$ cat src/rtl/pkt_chan_arbiter.sv
// Packet-granular round-robin arbiter sharing one head/data/tail channel among NREQ requesters.
// The owner holds the channel from grant until its tail; framing violations and grant timeouts pulse flags.
module pkt_chan_arbiter #(
  parameter int NREQ    = 4,
  parameter int TIMEOUT = 15
) (
  input  logic            clock,
  input  logic            reset,
  input  logic [NREQ-1:0] req,
  input  logic [NREQ-1:0] head,
  input  logic [NREQ-1:0] tail,
  input  logic [NREQ-1:0] valid,
  output logic [NREQ-1:0] gnt,
  output logic            out_head,
  output logic            out_tail,
  output logic            out_valid,
  output logic            busy,
  output logic            proto_err,
  output logic            timeout_err
);

  localparam int IW = (NREQ > 1) ? $clog2(NREQ) : 1;

  typedef enum logic [1:0] {
    IDLE = 2'b00,
    HEAD = 2'b01,
    DATA = 2'b10,
    TAIL = 2'b11
  } state_t;

  state_t          state;
  logic [IW-1:0]   winner;
  logic [IW-1:0]   ptr;
  logic [7:0]      timer;

  logic [IW-1:0]   next_ptr;
  logic [IW-1:0]   start;
  logic [IW-1:0]   pick;
  logic            found;
  logic [NREQ-1:0] gnt_next;
  int              idx;

  logic            beat;
  logic            beat_head;
  logic            beat_tail;
  logic            drop;

  assign beat      = valid[winner] & gnt[winner];
  assign beat_head = head[winner];
  assign beat_tail = tail[winner];

  // In TAIL the pointer update is still in flight, so search from winner+1 directly.
  assign next_ptr = (winner == IW'(NREQ - 1)) ? '0 : winner + IW'(1);
  assign start    = (state == TAIL) ? next_ptr : ptr;

  always_comb begin
    found = 1'b0;
    pick  = start;
    idx   = 0;
    for (int i = NREQ - 1; i >= 0; i--) begin
      idx = int'(start) + i;
      if (idx >= NREQ) idx = idx - NREQ;
      if (req[IW'(idx)]) begin
        found = 1'b1;
        pick  = IW'(idx);
      end
    end
  end

  assign gnt_next = NREQ'(1) << pick;

  // A headless beat in HEAD is dropped; a head marker inside DATA is stripped.
  assign drop      = (state == HEAD) & beat & ~beat_head;
  assign out_valid = (|(gnt & valid)) & ~drop;
  assign out_head  = (|(gnt & head)) & ~((state == DATA) & beat);
  assign out_tail  = |(gnt & tail);
  assign busy      = (state != IDLE);

  always_ff @(posedge clock) begin
    if (reset) begin
      state       <= IDLE;
      gnt         <= '0;
      winner      <= '0;
      ptr         <= '0;
      timer       <= '0;
      proto_err   <= 1'b0;
      timeout_err <= 1'b0;
    end else begin
      proto_err   <= 1'b0;
      timeout_err <= 1'b0;
      case (state)
        IDLE, TAIL: begin
          if (state == TAIL) ptr <= next_ptr;
          if (found) begin
            gnt    <= gnt_next;
            winner <= pick;
            timer  <= '0;
            state  <= HEAD;
          end else begin
            gnt   <= '0;
            state <= IDLE;
          end
        end
        HEAD: begin
          if (beat && beat_head) begin
            if (beat_tail) begin
              state <= TAIL;
              gnt   <= '0;
            end else begin
              state <= DATA;
            end
          end else begin
            if (beat) proto_err <= 1'b1;
            if (!beat && !req[winner]) begin
              state <= TAIL;
              gnt   <= '0;
            end else if (timer == 8'(TIMEOUT - 1)) begin
              timeout_err <= 1'b1;
              state       <= TAIL;
              gnt         <= '0;
            end else begin
              timer <= timer + 8'd1;
            end
          end
        end
        DATA: begin
          if (beat) begin
            if (beat_head) proto_err <= 1'b1;
            if (beat_tail) begin
              state <= TAIL;
              gnt   <= '0;
            end
          end
        end
        default: state <= IDLE;
      endcase
    end
  end

endmodule

$ cat config.mk
export PLATFORM = sky130hd
export DESIGN_NAME = pkt_chan_arbiter
export DESIGN_NICKNAME = d
export VERILOG_FILES = /design/src/rtl/pkt_chan_arbiter.sv
export SDC_FILE = /design/constraint.sdc
export NUM_CORES = 1
export LEC_CHECK = 0
export ABC_CLOCK_PERIOD_IN_PS = 2000
export CAP_MARGIN = 20
export CORE_MARGIN = 8
export CORE_UTILIZATION = 35
export DETAILED_ROUTE_END_ITERATION = 8
export GPL_TIMING_DRIVEN = 0
export HOLD_SLACK_MARGIN = 0.08
export PLACE_DENSITY = 0.72
export SETUP_SLACK_MARGIN = 0.1
export SYNTH_ARGS = -nofsm -noshare
export SYNTH_HDL_FRONTEND = slang
export SYNTH_SLANG_ARGS = --single-unit
$ cat constraint.sdc
create_clock -name clock -period 2 [get_ports clock]
set_input_delay 0.4 -clock clock [delete_from_list [all_inputs] [get_ports clock]]
set_output_delay 0.4 -clock clock [all_outputs]
set_load 0.03 [all_outputs]
== Yosys cells after proc, flatten, opt, wreduce, memory -nomap -nowiden ==
Index checks and enable logic that the tools add are counted.
Storage, ports and cells
  bits in registers: 20
  bits of input ports: 18
  word-level logic and storage cells: 129
Cells by class
  add/sub/neg operators: 9
  $lt $le $gt $ge: 9
  equal/unequal tests: 12
  shift-type cells: 1
  multiplexer cells: 62
  bitwise operators: 13
  reductions and logical operators: 16
Operator list (number)
  $mux W8: 4
  $mux W2: 15
  $mux W1: 24
  $mux W4: 6
  $bmux W1 S2: 9
  $lt A2 B4 Y1 const B: 4
  $pmux W8 S2: 1
  $reduce_or A4 Y1: 4
  $and A4 B4 Y4: 3
  $ne A2 B2 Y1 const B: 6
  $pmux W4 S3: 1
  $ge A3 B3 Y1 const B: 3
  $add A8 B1 Y8 const B: 1
  $eq A8 B4 Y1 const B: 1
  $sub A2 B1 Y2 const B: 4
  $add A2 B2 Y3 const B: 2
  $and A1 B1 Y1: 6
  $eq A2 B2 Y1 const B: 3
  $pmux W2 S3: 1
  $reduce_and A5 Y1: 1
  $ne A4 B1 Y1 const B: 1
  $not A1 Y1: 4
  $reduce_and A2 Y1: 2
  $reduce_bool A2 Y1: 2
  12 further kinds: 14

== Logic depth before layout (Yosys ltp) ==
  depth in word-level cells: 16
  mapped depth: 8

== Worst setup path before layout ==
OpenSTA, ideal clock, no wires.
  kind: reg-to-reg
  from: register gnt[3]
  to: register timer[2]
  setup time: 116 ps
  data arrival time: 2094 ps
  path slack: -210 ps
  stages on the path, launching flop included: 8
  buffers on the path: 1
  cell sequence: dfxtp_1 > nand2_1 > mux4_2 > mux2i_4 > o21ai_1 > buf_2 > a21oi_1 > a31o_2
Between the ends
  cells in the longest elaborated chain, start to end: 7
  elaborated cells between the ends (all ways): 9
  classes of those cells: 2 x eq/ne; 2 x mux; 1 x bitwise; 4 x reduce/logical
Ends and longest elaborated chain
  start: declaration: line 13  | output logic [NREQ-1:0] gnt,
  start signal: assignment: line 95  | gnt <= gnt_next;
  $bmux W1 S2 (*): line 48  | assign beat = valid[winner] & gnt[winner];
  $mux W1 (not written as such) (*): line 48
  $and A1 B1 Y1 (*): line 48
  $logic_not A1 Y1: line 114  | if (!beat && !req[winner]) begin
  $logic_and A1 B1 Y1: line 114
  $ne A2 B2 Y1 (no source line)
  $reduce_and A5 Y1 (no source line) (*)
  end signal: assignment: line 122  | timer <= timer + 8'd1;
  end: declaration: line 34  | logic [7:0] timer;
Mark *: on every way between the ends. The rest lies on a longest branch, timed or not. The select of a mux whose other input is x is not followed.
A chain may end at the register's enable or synchronous reset.

== Worst setup path after layout ==
  from: register gnt[3]
  to: register timer[3]
Same word-level chain as after synthesis.

==> results.sh <==
export IMPL_tightest_slew_ps=596
export IMPL_cts_made_buffers=3
export IMPL_yosysSeqAreaShare_pct=30.0
export IMPL_min_to="timer[3]"
export IMPL_overflow=0
export IMPL_regToRegEndpoint="timer[3]"
export IMPL_synth_area_per_cell_sq_um=8.51
export IMPL_cts_max_path_buffers=2
export IMPL_dieWidth_um=77.8
export IMPL_cp_max_fo=5
export IMPL_layout_commonest_cell="buf_4"
export IMPL_syn_num_nets=182
export IMPL_n_antenna_cell=0
export IMPL_drc=0
export IMPL_netlist_instances=157
export IMPL_grt_pass1_vias=1465
export IMPL_dieArea_sq_um=6050
export IMPL_finalNetCount=249
export IMPL_grt_max_degree=12
export IMPL_fmax_mhz=452
export IMPL_setup_viol=16
export IMPL_crit_path_end_kind="flop"
export IMPL_ff2ff_path_depth=10
export IMPL_hp_start="timer[3]"
export IMPL_antenna_found_initial=0
export IMPL_h_tree_depth=1
export IMPL_power_mw=2.67
export IMPL_critical_path_class="flop to flop"
export IMPL_reg2reg_slack_ps=-210
export IMPL_grt_pass1_wl_um=6720
export IMPL_critPathMaxStageDelay_ps=520
export IMPL_post_route_min_period_ps=2210
export IMPL_die_y_um=77.8
export IMPL_grtUsageTotal_pct=13.2
export IMPL_failed_checks="negative setup slack"
export IMPL_clock_skew_ps=12.6
export IMPL_crit_chain="nand2_2 -> mux4_2 -> buf_6 -> mux2i_4 -> buf_6 -> buf_6 -> o21ai_4 -> buf_6 -> nand4_1 -> mux2i_1"
export IMPL_fin_util_pct=61.8
export IMPL_routed_via_density=5.38
export IMPL_num_vias=1459
export IMPL_dr_pass1_iters=4
export IMPL_ant_nets=0
export IMPL_maxCapViolations=0
export IMPL_initial_core_util_pct=36.5
export IMPL_relSlewSlack_pct=60.2
export IMPL_drtIter0Drc=82
export IMPL_synth_area_sq_um=1340
export IMPL_clk_latency_ps=260
export IMPL_post_drt_wl_per_cell_um=15.2
export IMPL_synth_seq_cells=20
export IMPL_startpoint="gnt[3]"
export IMPL_ys_types=40
export IMPL_postCtsHoldBufs=0
export IMPL_holdPathStages=2
export IMPL_hold_violations=0
export IMPL_root_buffer="clkbuf_8"
export IMPL_hold_path_class="flop to flop"
export IMPL_fin_ws_ps=-211
export IMPL_dp_hpwl_um=2550
export IMPL_io_buffers=27
export IMPL_num_rows=22
export IMPL_path_delay_family="multiplexers"
export IMPL_clock_sinks=20
export IMPL_pre_cts_slack_ps=-855
export IMPL_reg2reg_from="gnt[3]"
export IMPL_clk_pin_slew_ps=80
export IMPL_rsz0062_at_grt="yes"
export IMPL_path_buf_inv=4
export IMPL_critPathMostFrequentCell="buf_6"
export IMPL_layout_common_cells="buf_4 (24), nand2_1 (14), buf_6 (14), dfxtp_1 (14)"
export IMPL_ys_warn_count=0
export IMPL_core_area_sq_um=3660
export IMPL_worst_ep_arrival_time_ps=2360
export IMPL_io_pin_count=28
export IMPL_drt_wl_total_um=4130
export IMPL_layout_drive_gt1_share_pct=43.0
export IMPL_leakage_nw=0.920
export IMPL_critPathSlowestCell="mux4_2"
export IMPL_place_congestion=0.850
export IMPL_setup_worst_path_start_class="flop"
export IMPL_cts_tree="built"
export IMPL_outcome="finished with violations"
export IMPL_min_period_over_period_pct=111
export IMPL_p_per_area_nw_per_um2=1180
export IMPL_irDropWorstVdd_mv=0.641
export IMPL_finalMaxSlewViolations=0
export IMPL_critPathRequiredTime_ps=2150
export IMPL_area_delta_synth_final_pct=69.2
-- report_power, final --
part,internal [mW],switching [mW]
Sequential,0.473,0.0825
Clock,0.142,0.136
Combinational,0.932,0.902
Total,1.55,1.12
-- stage by stage --
stage | TNS (ps) | hold WS (ps) | cell area [sq um] | std cells
6_report | -2120 | 476 | 2260 | 271
2_1_floorplan | -18.1 | 441 | 1370 | 157
5_1_grt | -3100 | 511 | 2260 | 271
3_3_place_gp | -10600 | 452 | 1700 | 232
3_5_place_dp | -10320 | 466 | 1700 | 232
4_1_cts | -1760 | 480 | 2140 | 266
-- logic make-up after synthesis --
logic type | after synthesis | synth area share, %
adders and majority gates | 7 | 6.55
muxes | 12 | 13.8
AOI/OAI and AO/OA | 39 | 20.0
buffers and inverters | 15 | 4.31
xor gates and xnor gates | 1 | 0.656
and+or+nand+nor | 63 | 24.7
DFF | 20 | 30.0
-- how the worst max path moves through the flow --
| stage | cells after the start | slack [ps] | endpoint |
|---|---|---|---|
| finish | 10 | -210 | timer[3] |
| global route | 10 | -270 | timer[3] |
| CTS | 6 | -240 | gnt[0] |
| detailed placement | 7 | -850 | out_valid |
| global placement | 7 | -860 | out_valid |
| floorplan | 6 | -20 | gnt[0] |
-- registers in the layout (all words and copies together) (netlist names) --
signal	flops
state	2
winner	2
ptr	2
gnt	4
timer	8
timeout_err	1
proto_err	1
-- area by class of cell --
cell class | instances | area, sq um
fill | 283 | 1400
multi-input combinational | 122 | 1090
timing repair buffer | 62 | 568
sequential | 20 | 423
tap | 48 | 60.1
inverter | 12 | 50.0
clock buffer | 4 | 45.0
buffer | 3 | 20.0
-- metal layers --
metal / vias up / share of wire, % / GRT usage, %
met1: 693 / 43 / 14.9
met5: - / 0 / 0
li1: 713 / - / -
met3: 8 / 5.7 / 4.03
met4: 0 / 1.8 / 3.40
met2: 45 / 50 / 23.5
-- worst reg2reg max path, cell delays in order, from the launching register on --
cell and delay (ps):
dfxtp_4 360, nand2_2 60, mux4_2 520, buf_6 160
mux2i_4 190, buf_6 130, buf_6 110, o21ai_4 160
buf_6 150, nand4_1 120, mux2i_1 140
-- Yosys cell counts --
master | count | share of area, %
a21o_1 | 2 | 1.1
o21ai_0 | 5 | 1.9
a221oi_1 | 2 | 1.3
a41oi_1 | 1 | 0.66
o21ai_1 | 1 | 0.37
o32a_1 | 1 | 0.75
dfxtp_1 | 20 | 30
buf_2 | 1 | 0.37
o21ai_2 | 1 | 0.66
or4_4 | 1 | 0.84
inv_1 | 12 | 3.4
nand3_1 | 7 | 2.6
ha_1 | 7 | 6.6
clkbuf_1 | 2 | 0.56
xnor2_1 | 1 | 0.66
o31ai_1 | 1 | 0.56
a22o_1 | 1 | 0.66
nand2b_1 | 10 | 4.7
a31oi_1 | 1 | 0.47
mux4_2 | 4 | 6.7
mux2i_4 | 1 | 1.7
o32ai_2 | 1 | 1.2
a211oi_1 | 2 | 1.1
or3b_2 | 1 | 0.66
nand4_1 | 1 | 0.47
and4_1 | 2 | 1.3
a31o_2 | 1 | 0.66
nor2_1 | 11 | 3.1
nor4_1 | 2 | 0.94
mux2_2 | 1 | 0.84
nor4b_1 | 3 | 2.0
o2bb2ai_1 | 1 | 0.66
a22oi_1 | 2 | 1.1
a21oi_1 | 13 | 4.9
or3_1 | 1 | 0.47
nand2_1 | 19 | 5.3
and3_1 | 3 | 1.4
o32ai_1 | 3 | 2.0
mux2i_1 | 6 | 4.5
and2_1 | 2 | 0.94
-- timing repair --
item,CTS,global route
gates resized for setup,68,25
setup endpoints to repair,20,20
endpoints found under the hold margin,0,0
buffers inserted,29,5
gates cloned,1,0
pin swaps,17,16
No activity file was read; power rests on OpenSTA's default activity.
